===== src/rtl/txrx_seq_pkg.sv =====
// Shared definitions for the radio transaction sequencer: FSM state encoding,
// per-transaction status codes and the default TX guard interval.
package txrx_seq_pkg;

   localparam int TX_GUARD_DFLT = 128;

   typedef enum logic [2:0] {
      IDLE     = 3'd0,
      TX_SETUP = 3'd1,
      TX_START = 3'd2,
      TX_WAIT  = 3'd3,
      RX_SETUP = 3'd4,
      RX_START = 3'd5,
      RX_WAIT  = 3'd6,
      FINISH   = 3'd7
   } state_t;

   localparam logic [1:0] ST_TX_OK  = 2'b00;
   localparam logic [1:0] ST_RX_OK  = 2'b01;
   localparam logic [1:0] ST_RX_TMO = 2'b10;
   localparam logic [1:0] ST_ABORT  = 2'b11;

   function automatic int max3(input int a, input int b, input int c);
      int m;
      m = (a > b) ? a : b;
      return (m > c) ? m : c;
   endfunction

endpackage


===== src/rtl/txrx_seq_timer.sv =====
// Loadable down-counter shared by the sequencer for settle, TX guard and RX
// timeout intervals; holds at zero and flags it.
module txrx_seq_timer
   import txrx_seq_pkg::*;
#(
   parameter int W = 16
) (
   input  logic         clk,
   input  logic         rst,
   input  logic         load,
   input  logic [W-1:0] value,
   output logic         zero
);

   logic [W-1:0] cnt_r;

   // Load wins over counting; the count saturates at zero.
   always_ff @(posedge clk or negedge rst) begin
      if (!rst) begin
         cnt_r <= {W{1'b0}};
      end else if (load) begin
         cnt_r <= value;
      end else if (cnt_r != {W{1'b0}}) begin
         cnt_r <= cnt_r - {{(W-1){1'b0}}, 1'b1};
      end else begin
         cnt_r <= cnt_r;
      end
   end

   assign zero = (cnt_r == {W{1'b0}});

endmodule


===== src/rtl/txrx_seq.sv =====
// Radio TX/RX transaction sequencer. Optional feature macro
// TXRX_SEQ_AUTO_RX_EN chains a successful TX straight into an RX phase.
module txrx_seq
   import txrx_seq_pkg::*;
#(
   parameter int TX_GUARD = TX_GUARD_DFLT,
   parameter int SETTLE_W = 8,
   parameter int TMO_W    = 16
) (
   input  logic                clk,
   input  logic                rst,
   input  logic                cmd_tx,
   input  logic                cmd_rx,
   input  logic                abort,
   input  logic [SETTLE_W-1:0] settle_cycles,
   input  logic [TMO_W-1:0]    rx_timeout,
   input  logic                txready,
   input  logic                crc_valid,
   output logic                tx_en,
   output logic                rx_en,
   output logic                demod_en,
   output logic                txrx_rst,
   output logic                txstart,
   output logic                rxstart,
   output logic                lpf_pd,
   output logic                limiter_pd,
   output logic                busy,
   output logic                done,
   output logic [1:0]          status
);

   localparam int TMR_W = max3(SETTLE_W, TMO_W, $clog2(TX_GUARD + 1));
   localparam logic [TMR_W-1:0] TMR_ZERO = {TMR_W{1'b0}};

   state_t              state_r;
   state_t              state_nx_s;
   logic [1:0]          status_nx_s;
   logic [SETTLE_W-1:0] settle_r;
   logic [TMO_W-1:0]    tmo_r;
   logic                crc_q_r;
   logic                crc_rise_s;
   logic                accept_s;
   logic                rx_on_s;
   logic                ld_s;
   logic [TMR_W-1:0]    ld_val_s;
   logic                tmr_zero_s;

   // Settle phases last max(settle,1) cycles; the timer flags zero on the last one.
   function automatic logic [TMR_W-1:0] settle_ld(input logic [SETTLE_W-1:0] s);
      if (s == {SETTLE_W{1'b0}}) begin
         return TMR_ZERO;
      end else begin
         return TMR_W'(s - SETTLE_W'(1'b1));
      end
   endfunction

   assign crc_rise_s = crc_valid & ~crc_q_r;
   assign accept_s   = (state_r == IDLE) && (cmd_tx || cmd_rx);

   txrx_seq_timer #(.W(TMR_W)) u_timer (
      .clk   (clk),
      .rst   (rst),
      .load  (ld_s),
      .value (ld_val_s),
      .zero  (tmr_zero_s)
   );

   // Next state, status and timer reload decisions.
   always_comb begin
      state_nx_s  = state_r;
      status_nx_s = status;
      ld_s        = 1'b0;
      ld_val_s    = TMR_ZERO;
      if (abort && (state_r != IDLE) && (state_r != FINISH)) begin
         state_nx_s  = FINISH;
         status_nx_s = ST_ABORT;
      end else begin
         case (state_r)
            IDLE: begin
               if (cmd_tx) begin
                  state_nx_s = TX_SETUP;
                  ld_s       = 1'b1;
                  ld_val_s   = settle_ld(settle_cycles);
               end else if (cmd_rx) begin
                  state_nx_s = RX_SETUP;
                  ld_s       = 1'b1;
                  ld_val_s   = settle_ld(settle_cycles);
               end else begin
                  state_nx_s = IDLE;
               end
            end
            TX_SETUP: begin
               if (tmr_zero_s) begin
                  state_nx_s = TX_START;
               end else begin
                  state_nx_s = TX_SETUP;
               end
            end
            TX_START: begin
               state_nx_s = TX_WAIT;
               ld_s       = 1'b1;
               ld_val_s   = TMR_W'(TX_GUARD);
            end
            TX_WAIT: begin
               if (tmr_zero_s && txready) begin
`ifdef TXRX_SEQ_AUTO_RX_EN
                  state_nx_s = RX_SETUP;
                  ld_s       = 1'b1;
                  ld_val_s   = settle_ld(settle_r);
`else
                  state_nx_s  = FINISH;
                  status_nx_s = ST_TX_OK;
`endif
               end else begin
                  state_nx_s = TX_WAIT;
               end
            end
            RX_SETUP: begin
               if (tmr_zero_s) begin
                  state_nx_s = RX_START;
               end else begin
                  state_nx_s = RX_SETUP;
               end
            end
            RX_START: begin
               state_nx_s = RX_WAIT;
               ld_s       = 1'b1;
               if (tmo_r == {TMO_W{1'b0}}) begin
                  ld_val_s = TMR_ZERO;
               end else begin
                  ld_val_s = TMR_W'(tmo_r - TMO_W'(1'b1));
               end
            end
            RX_WAIT: begin
               if (crc_rise_s) begin
                  state_nx_s  = FINISH;
                  status_nx_s = ST_RX_OK;
               end else if ((tmo_r != {TMO_W{1'b0}}) && tmr_zero_s) begin
                  state_nx_s  = FINISH;
                  status_nx_s = ST_RX_TMO;
               end else begin
                  state_nx_s = RX_WAIT;
               end
            end
            FINISH: begin
               state_nx_s = IDLE;
            end
            default: begin
               state_nx_s = IDLE;
            end
         endcase
      end
   end

   assign rx_on_s = (state_nx_s == RX_SETUP) || (state_nx_s == RX_START) ||
                    (state_nx_s == RX_WAIT);

   // State, captured parameters and outputs registered from the next state.
   always_ff @(posedge clk or negedge rst) begin
      if (!rst) begin
         state_r    <= IDLE;
         settle_r   <= {SETTLE_W{1'b0}};
         tmo_r      <= {TMO_W{1'b0}};
         crc_q_r    <= 1'b0;
         tx_en      <= 1'b0;
         rx_en      <= 1'b0;
         demod_en   <= 1'b0;
         txrx_rst   <= 1'b0;
         txstart    <= 1'b0;
         rxstart    <= 1'b0;
         lpf_pd     <= 1'b1;
         limiter_pd <= 1'b1;
         busy       <= 1'b0;
         done       <= 1'b0;
         status     <= ST_TX_OK;
      end else begin
         state_r <= state_nx_s;
         if (accept_s) begin
            settle_r <= settle_cycles;
            tmo_r    <= rx_timeout;
         end else begin
            settle_r <= settle_r;
            tmo_r    <= tmo_r;
         end
         // A crc_valid still high from an earlier packet must not count as an edge.
         crc_q_r    <= (state_nx_s == RX_START) ? 1'b0 : crc_valid;
         tx_en      <= (state_nx_s == TX_SETUP) || (state_nx_s == TX_START) ||
                       (state_nx_s == TX_WAIT);
         rx_en      <= rx_on_s;
         demod_en   <= rx_on_s;
         lpf_pd     <= ~rx_on_s;
         limiter_pd <= ~rx_on_s;
         txrx_rst   <= ((state_nx_s == TX_SETUP) && (state_r != TX_SETUP)) ||
                       ((state_nx_s == RX_SETUP) && (state_r != RX_SETUP));
         txstart    <= (state_nx_s == TX_START);
         rxstart    <= (state_nx_s == RX_START);
         busy       <= (state_nx_s != IDLE);
         done       <= (state_nx_s == FINISH);
         status     <= status_nx_s;
      end
   end

endmodule


===== config.mk =====
export PLATFORM = sky130hd
export DESIGN_NAME = txrx_seq
export DESIGN_NICKNAME = d
export VERILOG_FILES = /design/src/rtl/txrx_seq_pkg.sv /design/src/rtl/txrx_seq_timer.sv /design/src/rtl/txrx_seq.sv
export SDC_FILE = /design/constraint.sdc
export NUM_CORES = 1
export LEC_CHECK = 0
export CORE_AREA = 5 5 86 72
export CTS_CLUSTER_DIAMETER = 80
export DETAILED_ROUTE_END_ITERATION = 12
export DIE_AREA = 0 0 91 77
export PLACE_DENSITY_LB_ADDON = 0.12
export SYNTH_ARGS = -nofsm -noshare
export SYNTH_HDL_FRONTEND = slang
export SYNTH_SLANG_ARGS = --single-unit

===== constraint.sdc =====
create_clock -name clk -period 3.25 [get_ports clk]
set_clock_uncertainty 0.1 [all_clocks]
set_input_delay 0.325 -clock clk [delete_from_list [all_inputs] [get_ports clk]]
set_output_delay 0.325 -clock clk [all_outputs]
set_load 0.05 [all_outputs]

==> impl_metrics.toml <==
[power_and_ir_drop]
power.density_mw_per_mm2 = 931
ir_worst_vdd_mv = 0.652
p_leak_uw = 0.00129
power_uw = 3080

[setup_path]
arrival_ns = 2.56
critPathMaxStageDelay_ns = 0.61
cp-end-kind = "flop"
r2r_start = "u_timer.cnt_r[7]$_DFFE_PN0P_"
crit_end = "status[1]$_DFFE_PN0P_"
cp.required_ns = 3.37
cp-start-kind = "flop"
crit_fanout = 7
path_buf_inv = 0
crit_cells = 5
r2r_cells = 5
cp_slowest_cell = "nor4_1"
crit_chain = "nor4_1 -> and4_1 -> nand2_1 -> or4_1 -> a22oi_1"
critical_path_class = "flop to flop"
r2r-end = "status[1]$_DFFE_PN0P_"
critPathTopFamily = "simple AND/OR/NAND/NOR gates"
startpoint = "u_timer.cnt_r[7]$_DFFE_PN0P_"
r2r_slack_ns = 0.81

[sta]
slew_viol_final = 0
finalCriticalPeriod_ns = 2.44
tns_ns = 0
period_share_pct = 75.2
fmax_mhz = 409
slew_headroom_pct = 32.8
setup_viol = 0
worstMarginPinSlew_ns = 1.01
hold_violations = 0
rsz0062_at_grt = "no"
worst_slack_ns = 0.806

[floorplanning]
start_util_pct = 52.1
die_h_um = 77
dieArea_sq_mm = 0.00701
ioPinCount = 43
die_w_um = 91
num_rows = 24
design.core.area_sq_mm = 0.00526

[logic_synthesis]
ys_seq_area_share_pct = 42.1
netlist_area_sq_mm = 0.00274
ys_seq_elements = 46
yosysWarningCount = 0
synth-edff-count = 0
ys_types = 51
async_reset_ff_share_pct = 100
syn_nets = 321
synth_cells = 285
synth_flop_cell = "dfrtp_1"
synth.avg_cell_area_sq_um = 9.61

[global_routing]
grt_pass1_wl_mm = 11.0
grt_pass1_vias = 2223
grt_use_total_pct = 19.2
antenna_found_initial = 0
grt_max_degree = 47
grt-ovfl-total = 0

[clocking]
cts_made_buffers = 5
holdBufCountCts = 0
cts_max_path_buffers = 2
cts_resized = 0
h-tree-depth = 2
clk_pin_slew_ns = 0.09
clk_latency_ns = 0.30
cts-root-buf = "clkbuf_8"
cts_sinks = 46
post-cts-setup-buffers = 0
cts_tree = "done"

[finish]
drive_gt1_share_pct = 10.2
nets = 360
final_cells = 390
diodes = 0
fillCellCount = 451
syn_to_final_growth_pct = 21.1

[detailed_routing]
drt-met1-wl_mm = 3.18
drt_wl_total_mm = 6.36
vias = 2255
top_layer_used = "met4"
antenna_left = 0
routedWlPerCell_um = 16.3
drc = 0
vias_per_cell = 5.78
drtIter0Drc = 205
detail_route.first_pass.iterations = 4
dr_wl_met2_mm = 2.73
dr_wl_met3_um = 369

[flow_run]
cap_violations = 0

[place]
place_congestion = 0.841
dp_cells = 382
hpwl_mm = 4.77
port_buffers = 42
pre_cts_slack_ns = 0.831

[outcome]
outcome = "completed"

[min_path]
hold_class = "primary input to async pin"
report_power, final:
group	internal [uW]	switching (uW)	leakage (uW)	total, uW
registers	827	322	0.000560	1150
logic	647	848	0.000675	1500
clock network	231	208	0.0000585	439
synth_stat cells (all sizes together), types with 7 or more instances:
library cell | instances | area share, %
inv | 12 | 1.6
mux2 | 15 | 6.2
nor4 | 9 | 2.3
nand2 | 16 | 2.2
nand3 | 9 | 1.6
clkbuf | 7 | 0.96
or4 | 7 | 2.2
a21oi | 16 | 2.9
nor3 | 15 | 2.7
dfrtp | 45 | 41
xor2 | 13 | 4.2
xnor2 | 14 | 4.5
nor2 | 20 | 2.7
o21ai | 8 | 1.5
o22ai | 8 | 2.1
buf | 7 | 1.3
sequential cells by signal, indices dropped and copies added (netlist names):
register and count:
tmo_r 16, u_timer.cnt_r 16, state_r 3, status 2
busy 1, crc_q_r 1, demod_en 1, done 1
limiter_pd 1, rxstart 1, tx_en 1, txrx_rst 1
txstart 1
per-stage QoR:
stage,utilization (%),area (sq um),hold WS [ns]
after CTS,63.1,3310,0.136
final,63.1,3310,0.0790
after detailed placement,60.9,3200,0.414
after floorplan,-,2740,-0.0706
after global placement,60.9,3200,0.408
after global routing,63.1,3310,0.188
area by class of cell:
type	count	area [sq um]	area share, %
flip-flops and latches	46	1150	34.8
clock buffers	5	68.8	2.08
clock inverters	3	43.8	1.32
multi-input cells	213	1480	44.6
well taps	65	81.3	2.45
inverters	12	45.0	1.36
repair buffers	46	445	13.4
layout by cell type, fill, tap and decap left out, types with 5 or more instances in the layout:
cell             instances
nand2b_1                 6
ha_1                     5
nor4_1                   8
clkbuf_8                 5
o22ai_1                  7
mux2_1                   5
mux2_2                  10
nor3b_1                  5
or4_1                    5
xnor2_1                 14
nor3_1                  15
a21oi_1                 16
dfrtp_1                 45
xor2_1                  13
inv_1                    9
nand2_1                 16
clkdlybuf4s50_1         41
o21a_1                   6
nand3_1                  9
nor2_1                  20
logic make-up (layout without fill, tap and decap cells):
group | after synthesis | in the layout | synth area share [%]
xor+xnor | 27 | 27 | 8.64
fa+ha+maj | 5 | 5 | 2.29
flops | 46 | 46 | 42.1
mux | 18 | 18 | 7.27
compound gates | 61 | 61 | 15.4
buf+inv | 26 | 66 | 3.93
simple gates | 102 | 102 | 20.4
layer usage:
| layer | GRT usage [%] | up-vias |
|---|---|---|
| li1 | - | 1108 |
| met1 | 29.6 | 1076 |
| met2 | 27.4 | 62 |
| met3 | 3.33 | 9 |
| met4 | 5.28 | 0 |
| met5 | 0 | - |
worst min path at each step:
stage                              endpoint  depth (start not counted)
3_5_place_dp          status[0]$_DFFE_PN0P_                          2
4_1_cts                tmo_r[7]$_DFFE_PN0P_                          1
3_3_place_gp          status[0]$_DFFE_PN0P_                          2
5_1_grt        u_timer.cnt_r[3]$_DFFE_PN0P_                          1
6_report       u_timer.cnt_r[4]$_DFFE_PN0P_                          1
2_1_floorplan                busy$_DFF_PN0_                          0
No activity file was read; power rests on OpenSTA's default activity.
